$ cat config.mk
export PLATFORM = sky130hd
export DESIGN_NAME = code_entry_controller
export DESIGN_NICKNAME = d
export VERILOG_FILES = /design/src/rtl/digilock_pkg.sv /design/src/rtl/borda_subida.sv /design/src/rtl/code_entry_controller.sv
export SDC_FILE = /design/constraint.sdc
export NUM_CORES = 1
export LEC_CHECK = 0
export ABC_AREA = 1
export CAP_MARGIN = 20
export CELL_PAD_IN_SITES_DETAIL_PLACEMENT = 0
export CELL_PAD_IN_SITES_GLOBAL_PLACEMENT = 1
export CORE_ASPECT_RATIO = 0.5
export CORE_MARGIN = 4
export CORE_UTILIZATION = 40
export CTS_BUF_LIST = sky130_fd_sc_hd__clkbuf_4
export DETAILED_ROUTE_END_ITERATION = 8
export GPL_ROUTABILITY_DRIVEN = 0
export GPL_TIMING_DRIVEN = 0
export PLACE_DENSITY = 0.83
export SLEW_MARGIN = 20
export SYNTH_ARGS = -nofsm -noshare
export SYNTH_HDL_FRONTEND = slang
export SYNTH_SLANG_ARGS = --single-unit
$ cat constraint.sdc
create_clock -name clk -period 3.8 [get_ports clk]
set_input_delay 0.38 -clock clk [delete_from_list [all_inputs] [get_ports clk]]
set_output_delay 0.38 -clock clk [all_outputs]
set_load 0.02 [all_outputs]
$ cat src/rtl/digilock_pkg.sv
// Shared definitions for the digital code lock: FSM state encoding and
// default sizing of code length, retry limit and lockout time.
package digilock_pkg;

  typedef enum logic [1:0] {
    ESPERA   = 2'd0,
    SOLTA    = 2'd1,
    COMPARA  = 2'd2,
    BLOQUEIO = 2'd3
  } estado_t;

  localparam int DEF_N_DIGITS    = 4;
  localparam int DEF_MAX_TRIES   = 3;
  localparam int DEF_LOCK_CYCLES = 50;

endpackage

$ cat src/rtl/borda_subida.sv
// Rising-edge detector with a registered history bit. The history resets to 1
// so a level already high when reset releases never looks like a fresh press.
module borda_subida (
  input  logic clk,
  input  logic reset,
  input  logic sinal,
  output logic borda
);

  logic sinal_ant;

  always_ff @(posedge clk) begin
    if (reset) sinal_ant <= 1'b1;
    else       sinal_ant <= sinal;
  end

  assign borda = sinal & ~sinal_ant;

endmodule

$ cat src/rtl/code_entry_controller.sv
// Keypad code-entry controller: buffers BCD digits, checks them against the
// stored code on confirm, counts consecutive failures and enforces a lockout.
module code_entry_controller
  import digilock_pkg::*;
#(
  parameter int N_DIGITS    = DEF_N_DIGITS,
  parameter int MAX_TRIES   = DEF_MAX_TRIES,
  parameter int LOCK_CYCLES = DEF_LOCK_CYCLES
) (
  input  logic                  clk,
  input  logic                  reset,
  input  logic                  tecla_acionada,
  input  logic [3:0]            BCD,
  input  logic                  confirma,
  input  logic                  limpa,
  input  logic [4*N_DIGITS-1:0] senha,
  output logic [2:0]            digitos,
  output logic [1:0]            tentativas,
  output logic                  aberto,
  output logic                  erro,
  output logic                  bloqueado
);

  localparam int CODE_W  = 4 * N_DIGITS;
  localparam int TIMER_W = $clog2(LOCK_CYCLES + 1);

  estado_t            estado;
  logic [CODE_W-1:0]  buffer;
  logic [TIMER_W-1:0] lock_timer;
  logic               borda_tecla;
  logic               borda_conf;
  logic [1:0]         tent_inc;
  logic               buffer_cheio;

  borda_subida u_borda_tecla (
    .clk   (clk),
    .reset (reset),
    .sinal (tecla_acionada),
    .borda (borda_tecla)
  );

  borda_subida u_borda_conf (
    .clk   (clk),
    .reset (reset),
    .sinal (confirma),
    .borda (borda_conf)
  );

  assign tent_inc     = tentativas + 2'd1;
  assign buffer_cheio = (digitos == 3'(N_DIGITS));

  // Priority inside ESPERA: limpa, then confirm edge, then digit-key edge.
  always_ff @(posedge clk) begin
    if (reset) begin
      estado     <= ESPERA;
      buffer     <= '0;
      digitos    <= '0;
      tentativas <= '0;
      aberto     <= 1'b0;
      erro       <= 1'b0;
      bloqueado  <= 1'b0;
      lock_timer <= '0;
    end else begin
      aberto <= 1'b0;
      erro   <= 1'b0;
      unique case (estado)
        ESPERA: begin
          if (limpa) begin
            buffer  <= '0;
            digitos <= '0;
          end else if (borda_conf) begin
            if (buffer_cheio) begin
              estado <= COMPARA;
            end else begin
              erro    <= 1'b1;
              buffer  <= '0;
              digitos <= '0;
            end
          end else if (borda_tecla) begin
            if (BCD <= 4'd9 && !buffer_cheio) begin
              buffer  <= CODE_W'({buffer, BCD});
              digitos <= digitos + 3'd1;
            end
            estado <= SOLTA;
          end
        end
        SOLTA: begin
          if (limpa) begin
            buffer  <= '0;
            digitos <= '0;
          end
          if (!tecla_acionada) estado <= ESPERA;
        end
        COMPARA: begin
          buffer  <= '0;
          digitos <= '0;
          if (buffer == senha) begin
            aberto     <= 1'b1;
            tentativas <= '0;
            estado     <= ESPERA;
          end else begin
            erro       <= 1'b1;
            tentativas <= tent_inc;
            if (tent_inc == 2'(MAX_TRIES)) begin
              estado     <= BLOQUEIO;
              bloqueado  <= 1'b1;
              lock_timer <= TIMER_W'(LOCK_CYCLES - 1);
            end else begin
              estado <= ESPERA;
            end
          end
        end
        BLOQUEIO: begin
          // Timer counts the remaining lockout cycles after the current one.
          if (lock_timer == '0) begin
            bloqueado  <= 1'b0;
            tentativas <= '0;
            buffer     <= '0;
            digitos    <= '0;
            estado     <= ESPERA;
          end else begin
            lock_timer <= lock_timer - 1'b1;
          end
        end
        default: estado <= ESPERA;
      endcase
    end
  end

endmodule

# Word level (Yosys, flattened, before mapping)
# Cells that the tools add are included.
word_totals:
  reg_bits: 34
  wordCells: 89
  input_bits: 25
  output_inout_bits: 8
classes:
  n_mux: 41
  addsub: 3
  eq_ne: 18
  n_reduce_logical: 11
  n_bitwise: 5
  magnitude_cmp: 1
op_table:
  columns: ["operator", "count"]
  rows:
  - ["two-way mux 16 bit", 7]
  - ["case mux 16 bit (4 select lines)", 1]
  - ["two-way mux 3 bit", 7]
  - ["two-way mux 2 bit", 9]
  - ["two-way mux 6 bit", 3]
  - ["equality test 16 bit", 1]
  - ["!= test 2 bit, second input constant", 7]
  - ["!= test 4 bit, second input constant", 3]
  - ["case mux 3 bit (4 select lines)", 1]
  - ["case mux 6 bit (2 select lines)", 1]
  - ["AND reduction 5 bit", 2]
  - ["two-way mux 1 bit", 8]
  - ["case mux 2 bit (4 select lines)", 1]
  - ["AND reduction 4 bit", 2]
  - ["equality test 2 bit, second input constant", 3]
  - ["zero test 6 bit", 1]
  - ["!= test 3 bit, second input constant", 2]
  - ["subtractor 6 x 1 -> 6 bit, second input constant", 1]
  - ["less-or-equal comparator 4 bit, second input constant", 1]
  - ["case mux 1 bit (2 select lines)", 2]
  - ["case mux 2 bit (2 select lines)", 1]
  - ["adder 3 x 1 -> 3 bit, second input constant", 1]
  - ["equality test 3 bit, second input constant", 1]
  - ["inverter 1 bit", 3]
  - ["9 further kinds", 10]

# Longest topological paths before layout
depth:
  depth_word: 8
  ltp_mapped: 12
  mapped_depth_nobuf: 12

# By module
# From an unflattened synthesis, not the netlist that was laid out.
unflattened:
  cells_unflattened: 288
  hier_area_um2: 1939.4
by_module_without_submodules:
  columns: ["mod", "cells_per_inst", "area_per_inst_um2", "seq_area_each_um2", "n_inst"]
  rows:
  - ["code_entry_controller", 278, 1864.3, 640.6, 1]
  - ["borda_subida", 5, 37.5, 20.0, 2]

# Least setup slack after synthesis
# Ideal clock, no wire load.
synth_timing:
  path_type: "flip-flop to flip-flop"
  from: "reg digitos[0]"
  to: "reg buffer[0]"
  synth_period_minus_slack_ps: 1731
  stages_incl_launch_ff: 11
  setup_slack_ps: 2069
  setup_ps: 116
  t_arrival_ps: 1616
  t_required_ps: 3684
  n_path_buf: 2
  cell_sequence: "dfxtp_1 > inv_1 > ha_1 > nand2_1 > nand3_1 > nand2_1 > nand3_2 > buf_6 > o21ai_4 > buf_6 > nor2_1"
synth_between:
  elab_chain_len: 5
  word_cells_on_any_way: 6
  cone_classes: "eq/ne: 3; reduce/logical: 3"
synth_rtl:
  columns: ["element", "line_no", "source"]
  rows:
  - ["start, declared", "code_entry_controller.sv:17", "output logic [2:0] digitos,"]
  - ["start signal, assigned", "code_entry_controller.sv:82", "digitos <= digitos + 3'd1;"]
  - ["equality test 3 bit (*)", "code_entry_controller.sv:50", "assign buffer_cheio = (digitos == 3'(N_DIGITS));"]
  - ["zero test 1 bit", "code_entry_controller.sv:80", "if (BCD <= 4'd9 && !buffer_cheio) begin"]
  - ["logical AND 1 bit", "code_entry_controller.sv:80", null]
  - ["!= test 4 bit (no line)", null, null]
  - ["AND reduction 5 bit (no line) (*)", null, null]
  - ["end signal, assigned", "code_entry_controller.sv:81", "buffer <= CODE_W'({buffer, BCD});"]
  - ["end, declared", "code_entry_controller.sv:28", "logic [CODE_W-1:0] buffer;"]
# Every way passes the cells marked *; elsewhere a longest branch is shown, timed or not.
# A chain may end at the register's enable or synchronous reset.

# Final worst setup path
layout_timing:
  from: "in senha[9]"
  to: "reg lock_timer[4]"
layout_between:
  elab_chain_len: 3
layout_rtl:
  columns: ["element", "line_no", "source"]
  rows:
  - ["start, declared", "code_entry_controller.sv:16", "input logic [4*N_DIGITS-1:0] senha,"]
  - ["equality test 16 bit", "code_entry_controller.sv:97", "if (buffer == senha) begin"]
  - ["!= test 2 bit (no line)", null, null]
  - ["AND reduction 4 bit (no line)", null, null]
  - ["end signal, assigned", "code_entry_controller.sv:107", "lock_timer <= TIMER_W'(LOCK_CYCLES - 1);"]
  - ["end signal, assigned", "code_entry_controller.sv:122", "lock_timer <= lock_timer - 1'b1;"]
  - ["end, declared", "code_entry_controller.sv:29", "logic [TIMER_W-1:0] lock_timer;"]
# No other way between the ends.

==> results.md <==
- Max cap viols: 0
- CTS HTree Levels: 2
- Pint: about 0.00059 W
- Clock-pin slew on the worst setup and hold paths: 0.10 ns
- Average size of a mapped cell: 6.28 um2
- Fraction of layout cells with a size suffix above 1: 6.16%
- Met3 wire length: approximately 130 um
- Pwr dens: 393 nW/um2
- First-pass DRT Iterations: 6
- Die height: between 50 and 60 um
- Sequential-to-total area share from yosys stat: between 30% and 40%
- Slowest-stage cell, CP: clkdlybuf4s50_1
- Cell variety after synth: 27
- Setup Buffers After CTS: 0
- Post-Syn Area: 1910 um2
- Startpoint types: input port
- Final TNS setup: 0 ns
- Top cells by area, synth: dfxtp_1, nand2_1, inv_1
- Synth cell count leaders: nand2_1, inv_1, nor2_1, dfxtp_1, o21ai_0
- Iter 0 DRT Violations: 30
- Core box area: roughly 4500 um2
- Fin crit period: 1.83 ns
- Hpwl dp: ~3100 um
- Fin Clk Skew: 0.0129 ns
- Status: finished clean
- Number of top-level pins: 33
- Combinational share of power: 34.3%
- Synthesized Nets: between 300 and 400
- Critical Path RT: 4.06 ns
- Via count: between 1500 and 2000
- GRT Overall Usage: 15.1%
- Layout fillers: 504
- Asr flop ratio synth: 0%
- Hold Fails Final Rpt: 0
- Vias in the first global route: 1754
- Worst slew pin tran: 0.415 ns
- Num CTS Buffers: 5
- Max_slew headroom: 72.4%
- CTS Hold Buffers Added: 0
- Slowest cell delay on critical path: 0.49 ns
- Max Slew Vio Count: 0
- RSZ-0062 raised after global routing: false
- Mapped Cells: approximately 300
- Die ar.: 6010 um2
- N_diodes: 0
- Synth area leader: dfxtp_1
- WL final: 4080 um
- Yosys reg bits: 34
- Net switching power: between 0.0003 and 0.0004 W
- Fmax: 546 MHz
- Crit. End Element: flip-flop
- Met2 WL: 1990 um
- Final ANT Viol Nets: 0
- Ys Warns: 0
- Post-synth EDFFs: 0
- Hold Path Depth: 2
- DR vias/cell: 4.41
- CTS tree: built
- Worst hold slack: 0.454 ns
- First-pass GRT wire length: 7320 um
- Post_cts resized: 0
- Crit-path cells: clkdlybuf4s50_1, inv_1, nand2_1, nand2_1, nor2_1, nand2_1, nor2_1, nand2_1, nand2_1, nand2_1, nand2_1, nand2_1, nor2_1
- Initial antenna violation count: 0
- Largest net degree at the start of global routing: 11
- GRT overflow: 0
- Share of the synthesized area in the top cell type: 35.7%
- Final worst-path cycle share: about half
- Crit Path Max Fanout: 7
- Clk pwr share: between 10% and 20%
- Site Rows: 17
- Crit path DAT: between 2 and 2.5 ns
- NumNets Final: 372
- Post-route DRC violation count: 0
- Routed length per placed instance: 10.0 um
- Clock Path Buffers: 2
- Max IR drop VDD: 0.152 mV
- Layout overhead on the synthesized area: 22.8%
- Die X: 106 um
- I/O Buffers: 31
- Clk Latency, worst-skew pair: 0.33 ns
- Most numerous cell in the Yosys netlist: nand2_1
- CTS sink cnt: 34
- Final setup violating endpoints: 0
- Sw Share: ~36%
- Root buffer selected by CTS: clkbuf_4
- Top Layer Used: met4
- Met1 wire length: 1930 um
- Critical path class: input port to flip-flop
- Hold Path Class: input port to flip-flop
- R2R cell count: 10
- Starting Density: between 40% and 50%
- Flop pwr share: 46.3%
- Crit path top cell by count: nand2_1
- Ys flop type: dfxtp_1
- P_leak: 1.11 nW
-- flip-flops by register name, summed over array words and instances, names as in the netlist, 2 cells and up --
| name | count |
|---|---|
| buffer | 16 |
| lock_timer | 6 |
| digitos | 3 |
| estado | 2 |
| tentativas | 2 |
-- layout make-up --
cell class | instances | area, um2 | area share (%)
plain buffers | 6 | 50.0 | 2.14
clock buffers | 5 | 37.5 | 1.60
clock inverters | 1 | 3.75 | 0.160
inverters | 53 | 199 | 8.49
multi-input cells | 211 | 978 | 41.8
flip-flops and latches | 34 | 681 | 29.1
well taps | 66 | 82.6 | 3.53
repair buffers | 31 | 310 | 13.2
-- cell usage in the layout (no fill, tap or decap), types with 2 or more instances in the layout --
cell             Yosys  routed
nand3_2              2       2
nor2_2               3       3
nand3_1             10      10
buf_6                3       3
nor2_1              42      42
clkinv_1             1       2
inv_1               52      52
clkbuf_4             0       5
a31oi_1              2       2
dfxtp_1             34      34
nand2_1             97      97
a21oi_1             10      10
nor3_1               3       3
o21ai_0             24      24
nand3b_1             2       2
ha_1                 5       5
or2_2                2       2
nand4_1              2       2
clkdlybuf4s50_1      0      31
-- power by group through the flow --
stage                     registers, W  clock network (W)  logic (W)
final                         0.000427           0.000178   0.000316
after global routing          0.000434           0.000205   0.000369
after CTS                     0.000427           0.000191   0.000321
after detailed placement      0.000435                  0   0.000319
after global placement        0.000433                  0   0.000316
after floorplan               0.000439                  0   0.000220
-- through the flow --
| step | utilization [%] | std cells | setup WS, ns | cell area, um2 | total power [W] |
|---|---|---|---|---|---|
| floorplan | - | 304 | 2.07 | 1910 | 0.000659 |
| global placement | 51.0 | 401 | 1.65 | 2300 | 0.000749 |
| detailed placement | 51.0 | 401 | 1.64 | 2300 | 0.000754 |
| CTS | 51.9 | 407 | 1.97 | 2340 | 0.000939 |
| global route | 51.9 | 407 | 1.80 | 2340 | 0.00101 |
| finish | 51.9 | 407 | 1.97 | 2340 | 0.000921 |
-- metal layers --
metal | GRT usage, % | vias up
met1 | 17.6 | 771
met5 | 0 | -
met4 | 4.06 | 0
li1 | - | 1004
met2 | 27.2 | 15
met3 | 4.59 | 4
-- critical path: cells and delay by family --
kind / cells / cell delay, ns
AND/OR/NAND/NOR: 11 / 1.18
buffers and inverters: 2 / 0.54
-- kinds of logic after synthesis --
family | after synthesis | synth area share [%]
buffers and inverters | 59 | 13.0
AOI/OAI and AO/OA | 39 | 11.1
DFF | 34 | 35.7
adders and majority gates | 5 | 3.28
xor gates and xnor gates | 1 | 0.459
and+or+nand+nor | 166 | 36.4
-- path summary, 6_finish.rpt --
path | startpoint | slack (ns) | end
min reg2reg | bloqueado$_SDFFE_PP0P_ | 0.47 | bloqueado$_SDFFE_PP0P_
max | senha[9] | 1.97 | lock_timer[4]$_SDFFE_PP0P_
min | reset | 0.45 | lock_timer[1]$_SDFFE_PP0P_
max reg2reg | digitos[0]$_SDFFE_PP0P_ | 2.01 | buffer[10]$_SDFFE_PP0P_
(Power assumes the default switching activity.)
